**config.mk**
```make
export PLATFORM = sky130hd
export DESIGN_NAME = adc_deser_array_flat
export DESIGN_NICKNAME = d
export VERILOG_FILES = /design/src/rtl/adc_deser_array_if.sv /design/src/rtl/adc_deser_array.sv /design/src/flat_wrapper.sv
export SDC_FILE = /design/constraint.sdc
export NUM_CORES = 1
export LEC_CHECK = 0
export CORE_MARGIN = 2
export CORE_UTILIZATION = 50
export CTS_BUF_LIST = sky130_fd_sc_hd__clkbuf_8
export CTS_CLUSTER_DIAMETER = 50
export DETAILED_ROUTE_END_ITERATION = 8
export PLACE_DENSITY = 0.75
export SLEW_MARGIN = 5
export SYNTH_ARGS = -nofsm -noshare
export SYNTH_HDL_FRONTEND = slang
export SYNTH_SLANG_ARGS = --single-unit
```
**constraint.sdc**
```tcl
create_clock -name adc_read_clk -period 1.9 [get_ports adc_read_clk]
set_input_delay 0.475 -clock adc_read_clk [delete_from_list [all_inputs] [get_ports adc_read_clk]]
set_output_delay 0.475 -clock adc_read_clk [all_outputs]
set_load 0.02 [all_outputs]
```
**src/rtl/adc_deser_array_if.sv**
```systemverilog
// Bus between the AD4003 deserializer array and its controller/consumer.
// Carries trigger, channel mask, SDO lanes and the captured-frame outputs.
interface adc_deser_array_if #(
   parameter int ADC_CHANNELS    = 4,
   parameter int ADC_DATA_WIDTH  = 18,
   parameter int FRAME_CNT_WIDTH = 16
);
   // data_valid is a one-cycle strobe with no back-pressure: the consumer
   // must take adc_a_data_arr/adc_b_data_arr in the cycle data_valid is high.
   logic                                   reader_en_sync;
   logic [ADC_CHANNELS-1:0]                ch_en;
   logic                                   clr_overrun;
   logic [ADC_CHANNELS-1:0]                adc_sdo_cha;
   logic [ADC_CHANNELS-1:0]                adc_sdo_chb;
   logic [ADC_DATA_WIDTH*ADC_CHANNELS-1:0] adc_a_data_arr;
   logic [ADC_DATA_WIDTH*ADC_CHANNELS-1:0] adc_b_data_arr;
   logic                                   data_valid;
   logic [FRAME_CNT_WIDTH-1:0]             frame_cnt;
   logic                                   busy;
   logic                                   overrun;

   modport master (
      output reader_en_sync, ch_en, clr_overrun, adc_sdo_cha, adc_sdo_chb,
      input  adc_a_data_arr, adc_b_data_arr, data_valid, frame_cnt, busy, overrun
   );

   modport slave (
      input  reader_en_sync, ch_en, clr_overrun, adc_sdo_cha, adc_sdo_chb,
      output adc_a_data_arr, adc_b_data_arr, data_valid, frame_cnt, busy, overrun
   );
endinterface

```
**src/rtl/adc_deser_array.sv**
```systemverilog
// Multi-channel two-lane SAR ADC deserializer with capture FSM, channel mask,
// frame counter and overrun flag. Optional test pattern: ADC_TEST_PATTERN_EN.
module adc_deser_array #(
   parameter int ADC_CHANNELS    = 4,
   parameter int ADC_DATA_WIDTH  = 18,
   parameter int FRAME_CNT_WIDTH = 16
) (
   input  logic       adc_read_clk,
   input  logic       rst_n,
`ifdef ADC_TEST_PATTERN_EN
   input  logic       test_mode,
`endif
   output logic [1:0] fsm_state,
   adc_deser_array_if.slave bus
);
   localparam int W     = ADC_DATA_WIDTH;
   localparam int CH    = ADC_CHANNELS;
   localparam int CNT_W = $clog2(W + 1);

   localparam logic [1:0] ST_IDLE  = 2'd0;
   localparam logic [1:0] ST_SHIFT = 2'd1;
   localparam logic [1:0] ST_LATCH = 2'd2;

   localparam logic [CNT_W-1:0] BIT_LAST = CNT_W'(W - 1);

   logic [1:0]                 state;
   logic                       rsync_q;
   logic                       armed;
   logic                       trig;
   logic [CNT_W-1:0]           bit_cnt;
   logic [CH-1:0]              ch_en_q;
   logic [W*CH-1:0]            sh_a;
   logic [W*CH-1:0]            sh_b;
   logic [W*CH-1:0]            load_a;
   logic [W*CH-1:0]            load_b;
   logic [W*CH-1:0]            a_arr;
   logic [W*CH-1:0]            b_arr;
   logic                       dv;
   logic [FRAME_CNT_WIDTH-1:0] fcnt;
   logic                       ovr;
`ifdef ADC_TEST_PATTERN_EN
   logic                       test_mode_q;
`endif

   // armed blocks a level that is still high after reset from looking like
   // a fresh rising edge; it sets once the trigger has been seen low.
   assign trig = bus.reader_en_sync & ~rsync_q & armed;

   always_ff @(posedge adc_read_clk or negedge rst_n) begin
      if (!rst_n) begin
         rsync_q <= 1'b0;
         armed   <= 1'b0;
      end else begin
         rsync_q <= bus.reader_en_sync;
         if (!bus.reader_en_sync) armed <= 1'b1;
      end
   end

   always_ff @(posedge adc_read_clk or negedge rst_n) begin
      if (!rst_n) begin
         state   <= ST_IDLE;
         bit_cnt <= '0;
         ch_en_q <= '0;
`ifdef ADC_TEST_PATTERN_EN
         test_mode_q <= 1'b0;
`endif
      end else begin
         case (state)
            ST_IDLE: begin
               if (trig) begin
                  ch_en_q <= bus.ch_en;
                  bit_cnt <= '0;
                  state   <= ST_SHIFT;
`ifdef ADC_TEST_PATTERN_EN
                  test_mode_q <= test_mode;
`endif
               end
            end
            ST_SHIFT: begin
               if (bit_cnt == BIT_LAST) state <= ST_LATCH;
               else bit_cnt <= bit_cnt + 1'b1;
            end
            ST_LATCH: state <= ST_IDLE;
            default:  state <= ST_IDLE;
         endcase
      end
   end

   // Lanes arrive MSB first, so each sample enters at the LSB.
   always_ff @(posedge adc_read_clk or negedge rst_n) begin
      if (!rst_n) begin
         sh_a <= '0;
         sh_b <= '0;
      end else if (state == ST_SHIFT) begin
         for (int k = 0; k < CH; k++) begin
            sh_a[W*k +: W] <= {sh_a[W*k +: W-1], bus.adc_sdo_cha[k]};
            sh_b[W*k +: W] <= {sh_b[W*k +: W-1], bus.adc_sdo_chb[k]};
         end
      end
   end

   always_comb begin
      load_a = '0;
      load_b = '0;
      for (int k = 0; k < CH; k++) begin
         if (ch_en_q[k]) begin
`ifdef ADC_TEST_PATTERN_EN
            if (test_mode_q) begin
               load_a[W*k +: W] = W'(fcnt) + W'(k);
               load_b[W*k +: W] = ~(W'(fcnt) + W'(k));
            end else begin
               load_a[W*k +: W] = sh_a[W*k +: W];
               load_b[W*k +: W] = sh_b[W*k +: W];
            end
`else
            load_a[W*k +: W] = sh_a[W*k +: W];
            load_b[W*k +: W] = sh_b[W*k +: W];
`endif
         end
      end
   end

   always_ff @(posedge adc_read_clk or negedge rst_n) begin
      if (!rst_n) begin
         a_arr <= '0;
         b_arr <= '0;
         dv    <= 1'b0;
         fcnt  <= '0;
      end else begin
         dv <= (state == ST_LATCH);
         if (state == ST_LATCH) begin
            a_arr <= load_a;
            b_arr <= load_b;
            fcnt  <= fcnt + 1'b1;
         end
      end
   end

   // A trigger that arrives while a frame is in flight is dropped; set beats clear.
   always_ff @(posedge adc_read_clk or negedge rst_n) begin
      if (!rst_n) begin
         ovr <= 1'b0;
      end else if (trig && (state != ST_IDLE)) begin
         ovr <= 1'b1;
      end else if (bus.clr_overrun) begin
         ovr <= 1'b0;
      end
   end

   assign bus.adc_a_data_arr = a_arr;
   assign bus.adc_b_data_arr = b_arr;
   assign bus.data_valid     = dv;
   assign bus.frame_cnt      = fcnt;
   assign bus.busy           = (state != ST_IDLE);
   assign bus.overrun        = ovr;
   assign fsm_state          = state;
endmodule

```
**src/flat_wrapper.sv**
```systemverilog
// flat-port wrapper written by rule: the top's interface ports become plain ports
module adc_deser_array_flat 
#(
   parameter int ADC_CHANNELS    = 4,
   parameter int ADC_DATA_WIDTH  = 18,
   parameter int FRAME_CNT_WIDTH = 16
)
  (adc_read_clk, rst_n, fsm_state, bus_reader_en_sync, bus_ch_en, bus_clr_overrun, bus_adc_sdo_cha, bus_adc_sdo_chb, bus_adc_a_data_arr, bus_adc_b_data_arr, bus_data_valid, bus_frame_cnt, bus_busy, bus_overrun);
  adc_deser_array_if #(.ADC_CHANNELS(ADC_CHANNELS), .ADC_DATA_WIDTH(ADC_DATA_WIDTH), .FRAME_CNT_WIDTH(FRAME_CNT_WIDTH)) bus_i ();
  input  logic adc_read_clk;
  input  logic rst_n;
  output logic [1:0] fsm_state;
  input wire logic [$bits(bus_i.reader_en_sync)-1:0] bus_reader_en_sync;
  input wire logic [$bits(bus_i.ch_en)-1:0] bus_ch_en;
  input wire logic [$bits(bus_i.clr_overrun)-1:0] bus_clr_overrun;
  input wire logic [$bits(bus_i.adc_sdo_cha)-1:0] bus_adc_sdo_cha;
  input wire logic [$bits(bus_i.adc_sdo_chb)-1:0] bus_adc_sdo_chb;
  output wire logic [$bits(bus_i.adc_a_data_arr)-1:0] bus_adc_a_data_arr;
  output wire logic [$bits(bus_i.adc_b_data_arr)-1:0] bus_adc_b_data_arr;
  output wire logic [$bits(bus_i.data_valid)-1:0] bus_data_valid;
  output wire logic [$bits(bus_i.frame_cnt)-1:0] bus_frame_cnt;
  output wire logic [$bits(bus_i.busy)-1:0] bus_busy;
  output wire logic [$bits(bus_i.overrun)-1:0] bus_overrun;
  assign bus_i.reader_en_sync = bus_reader_en_sync;
  assign bus_i.ch_en = bus_ch_en;
  assign bus_i.clr_overrun = bus_clr_overrun;
  assign bus_i.adc_sdo_cha = bus_adc_sdo_cha;
  assign bus_i.adc_sdo_chb = bus_adc_sdo_chb;
  assign bus_adc_a_data_arr = bus_i.adc_a_data_arr;
  assign bus_adc_b_data_arr = bus_i.adc_b_data_arr;
  assign bus_data_valid = bus_i.data_valid;
  assign bus_frame_cnt = bus_i.frame_cnt;
  assign bus_busy = bus_i.busy;
  assign bus_overrun = bus_i.overrun;
  adc_deser_array #(.ADC_CHANNELS(ADC_CHANNELS), .ADC_DATA_WIDTH(ADC_DATA_WIDTH), .FRAME_CNT_WIDTH(FRAME_CNT_WIDTH)) u_core (.adc_read_clk(adc_read_clk), .rst_n(rst_n), .fsm_state(fsm_state), .bus(bus_i));
endmodule
```
==> flow_results.xml <==
<?xml version="1.0" encoding="UTF-8"?>
<metrics>
  <group name="logic_synthesis">
    <metric name="async_flop_share" unit="">1.00</metric>
    <metric name="leading_post_synthesis_cells_by_cell_area" unit="">dfrtp_1 65%, mux2_2 14%, nand2_1 9.3%</metric>
    <metric name="synth_xor_area_frac" unit="">0.0122</metric>
    <metric name="synth_most_common_cell" unit="">dfrtp_1</metric>
    <metric name="post_synth.cell_area_avg" unit="sq um">11.7</metric>
    <metric name="synth_top_family_by_area" unit="">simple AND/OR/NAND/NOR gates</metric>
    <metric name="synth.area.mux_share" unit="">0.138</metric>
    <metric name="yosys_warnings" unit="">0</metric>
    <metric name="synthDistinctLibCells" unit="">27</metric>
    <metric name="share_of_the_synthesized_area_in_compound_gates_ao_oa_aoi_oai" unit="">0.00195</metric>
    <metric name="syn_inst" unit="">1041</metric>
    <metric name="post_synth_instance_area" unit="sq um">12200</metric>
    <metric name="postSynthRegisterBits" unit="">319</metric>
    <metric name="synthFlopType" unit="">dfrtp_1</metric>
    <metric name="post_synth_fa_ha_maj_area_fraction" unit="">0.00308</metric>
    <metric name="synth.cells.most_frequent" unit="">319 x dfrtp_1, 301 x nand2_1, 148 x mux2_2</metric>
    <metric name="number_of_enable_flip_flop_cells_after_synthesis" unit="">0</metric>
    <metric name="ys_seq_area_frac" unit="">0.655</metric>
    <metric name="synthDominantAreaCellType" unit="">dfrtp_1</metric>
    <metric name="synth.top_cell.area_share" unit="">0.655</metric>
    <metric name="post_synth_and_or_nand_nor_area_fraction" unit="">0.167</metric>
    <metric name="synth_fp_nets" unit="">1060</metric>
  </group>
  <group name="floorplan">
    <metric name="io_pins" unit="">181</metric>
    <metric name="die_w" unit="um">160</metric>
    <metric name="rows" unit="">57</metric>
    <metric name="design.die.area" unit="sq um">25600</metric>
    <metric name="core_area" unit="sq um">24100</metric>
    <metric name="die_h" unit="um">160</metric>
    <metric name="floorplan.initialDensity" unit="">0.506</metric>
  </group>
  <group name="critical_path">
    <metric name="crit_path_cell_trace" unit="">dlygate4sd2_1</metric>
    <metric name="worst_path_max_delay_cell" unit="">dfrtp_1</metric>
    <metric name="worst-r2r-cell-count" unit="">6</metric>
    <metric name="arrival" unit="ns">1.36</metric>
    <metric name="timing.critical_path.to_type" unit="">output pin</metric>
    <metric name="path_buf_inv" unit="">1</metric>
    <metric name="timing.critical_path.max_delay_family" unit="">flip-flops</metric>
    <metric name="worst-endpoint-required" unit="ns">1.42</metric>
    <metric name="crit_fanout" unit="">5</metric>
    <metric name="critPathKind" unit="">flip-flop to output pin</metric>
    <metric name="worst_path_largest_cell_delay" unit="ns">0.44</metric>
    <metric name="critical_path.reg2reg.startpoint" unit="">u_core.fsm_state[1]$_DFFE_PN0P_</metric>
    <metric name="cp-start-kind" unit="">flip-flop</metric>
    <metric name="regToRegSetupSlack" unit="ns">0.13</metric>
    <metric name="reg2reg_to" unit="">u_core.bus.adc_a_data_arr[5]$_DFFE_PN0P_</metric>
  </group>
  <group name="min_path">
    <metric name="worst_hold_path_type" unit="">input pin to asynchronous set/reset pin</metric>
  </group>
  <group name="global_routing">
    <metric name="pin_count_of_the_biggest_net_entering_global_routing" unit="">88</metric>
    <metric name="gr-total-overflow" unit="">0</metric>
    <metric name="initial_antenna_violation_count" unit="">0</metric>
    <metric name="number_of_global_route_vias_before_repair" unit="">8422</metric>
    <metric name="grt_util_all_layers" unit="">0.202</metric>
    <metric name="grt_first_pass_wirelength" unit="um">42600</metric>
  </group>
  <group name="clock_tree">
    <metric name="h-tree-depth" unit="">2</metric>
    <metric name="cts.reportedPaths.clkPinSlew" unit="ns">0.07</metric>
    <metric name="clock_latency" unit="ns">0.55</metric>
    <metric name="cts-root-buf" unit="">clkbuf_8</metric>
    <metric name="tritoncts" unit="">built</metric>
    <metric name="cts_sinks" unit="">319</metric>
    <metric name="clockBufferDepth" unit="">3</metric>
    <metric name="numCtsBuffers" unit="">50</metric>
  </group>
  <group name="final_layout">
    <metric name="drive_gt1_frac" unit="">0.204</metric>
    <metric name="area.growth.synth_to_final" unit="%">26.4</metric>
    <metric name="antennaDiodeCount" unit="">0</metric>
    <metric name="finalNonFillerCells" unit="">1600</metric>
    <metric name="layout.nets" unit="">1257</metric>
    <metric name="final_core_utilization" unit="">0.640</metric>
  </group>
  <group name="sta">
    <metric name="finalSetupTns" unit="ns">0</metric>
    <metric name="max_freq" unit="MHz">546</metric>
    <metric name="post_route_fraction_of_the_period_consumed_by_the_critical_path" unit="">0.964</metric>
    <metric name="timing.final.setup_violations" unit="">0</metric>
    <metric name="worstMarginPinSlew" unit="ns">0.422</metric>
    <metric name="maxSlewHeadroom" unit="">0.719</metric>
    <metric name="finalWorstPathRequiredPeriod" unit="ns">1.83</metric>
    <metric name="finalMaxSlewViolations" unit="">0</metric>
    <metric name="rsz0062_at_grt" unit="">false</metric>
    <metric name="skew" unit="ns">0.0303</metric>
    <metric name="timing_hold_violations_final" unit="">0</metric>
  </group>
  <group name="pwr">
    <metric name="ir_worst_vdd" unit="mV">0.740</metric>
    <metric name="power.static_leakage" unit="nW">8.27</metric>
    <metric name="pwr_density_cell" unit="nW/um^2">1630</metric>
  </group>
  <group name="drt">
    <metric name="drt_iter0_drc" unit="">451</metric>
    <metric name="remaining_drc_errors" unit="">0</metric>
    <metric name="totalWireLength" unit="um">25200</metric>
    <metric name="num_vias" unit="">8123</metric>
    <metric name="detail_route.vias_per_cell" unit="">5.08</metric>
    <metric name="post_drt_wl_per_cell" unit="um">15.7</metric>
    <metric name="total_iterations_of_the_first_detailed_routing_run" unit="">4</metric>
    <metric name="antenna_left" unit="">0</metric>
  </group>
  <group name="placement">
    <metric name="detailed_place_hpwl" unit="um">16000</metric>
    <metric name="gpl.final_weighted_congestion" unit="">0.755</metric>
    <metric name="port_buffers" unit="">180</metric>
    <metric name="post-place-cells" unit="">1507</metric>
  </group>
  <group name="run">
    <metric name="cap_violations" unit="">0</metric>
  </group>
  <group name="run_status">
    <metric name="run_status" unit="">completed</metric>
  </group>
</metrics>
[routing by layer]
layer / global-route usage / vias up / part of all wire
li1: - / 3854 / -
met1: 0.270 / 4045 / 0.45
met2: 0.341 / 176 / 0.49
met3: 0.0364 / 48 / 0.042
met4: 0.0618 / 0 / 0.023
met5: 0 / - / 0
[layout by cell type (no fill, tap or decap), types with 3 or more instances in the layout]
cell	synthesis	layout
dfrtp_1	319	318
nand2_1	301	301
dlygate4sd2_1	0	164
mux2_2	148	148
nand3_1	147	147
clkbuf_8	0	66
inv_1	6	22
buf_4	0	17
clkdlybuf4s50_1	0	14
buf_12	0	14
nor2_1	11	10
xor2_1	9	9
xnor2_1	8	8
nand4_1	4	4
clkinv_2	0	4
o22ai_1	3	3
ha_1	3	3
[kinds of logic after synthesis]
kind of cell,count (synthesis)
compound gates,4
simple gates,477
mux,149
flops,319
xor+xnor,17
buf+inv,72
fa+ha+maj,3
[layout make-up]
class                   count  area (sq um)
clock buffers              66           908
clock inverters            24           148
fillers                  1996          8690
inverters                   6          25.0
multi-input cells         650          3940
flip-flops and latches    319          7980
well taps                 324           405
repair buffers            211          2010
[per-stage QoR]
step           setup slack, ns  total power, mW  hold slack, ns  area [sq um]
2_1_floorplan            0.175             16.3           0.179         12200
3_3_place_gp            0.0257             19.8           0.426         14500
3_5_place_dp            0.0195             20.1           0.421         14500
4_1_cts                0.00830             25.4           0.424         15400
5_1_grt                0.00721             26.7           0.442         15400
6_report                0.0685             25.1           0.445         15400
[flip-flops by register name (all words and copies together), names as in the netlist]
name	flops
u_core.rsync_q	1
u_core.sh_a	72
u_core.armed	1
u_core.bit_cnt	5
u_core.bus.adc_a_data_arr	72
u_core.bus.overrun	1
u_core.bus.frame_cnt	16
u_core.ch_en_q	4
u_core.sh_b	72
u_core.fsm_state	2
u_core.bus.data_valid	1
u_core.bus.adc_b_data_arr	72
[report_power, final]
group / leakage [nW] / total (mW) / internal [mW] / switching (mW)
sequential: 4.06 / 11.4 / 9.54 / 1.82
combinational: 3.59 / 7.85 / 3.76 / 4.09
clock: 0.614 / 5.90 / 3.36 / 2.54
total: 8.27 / 25.1 / 16.7 / 8.44
[what timing repair did]
action	in CTS	in global routing
resized for setup	168	4
setup buffers	0	2
pin swaps	1	1
hold buffers	1	0
hold endpoints to repair	38	0
endpoints found under the setup margin	165	2
[how the worst max path moves through the flow]
stage	slack, ns	start	cells past startpoint	to
final	0.07	u_core.bus.frame_cnt[10]$_DFFE_PN0P_	1	bus_frame_cnt[10]
after global routing	0.007	u_core.fsm_state[1]$_DFFE_PN0P_	3	bus_busy
after CTS	0.008	u_core.fsm_state[1]$_DFFE_PN0P_	3	bus_busy
after detailed placement	0.02	bus_reader_en_sync	5	u_core.ch_en_q[2]$_DFFE_PN0P_
after global placement	0.03	bus_reader_en_sync	5	u_core.ch_en_q[0]$_DFFE_PN0P_
after floorplan	0.17	u_core.fsm_state[0]$_DFFE_PN0P_	5	u_core.bus.frame_cnt[15]$_DFFE_PN0P_
No activity file was read; power rests on OpenSTA's default activity.
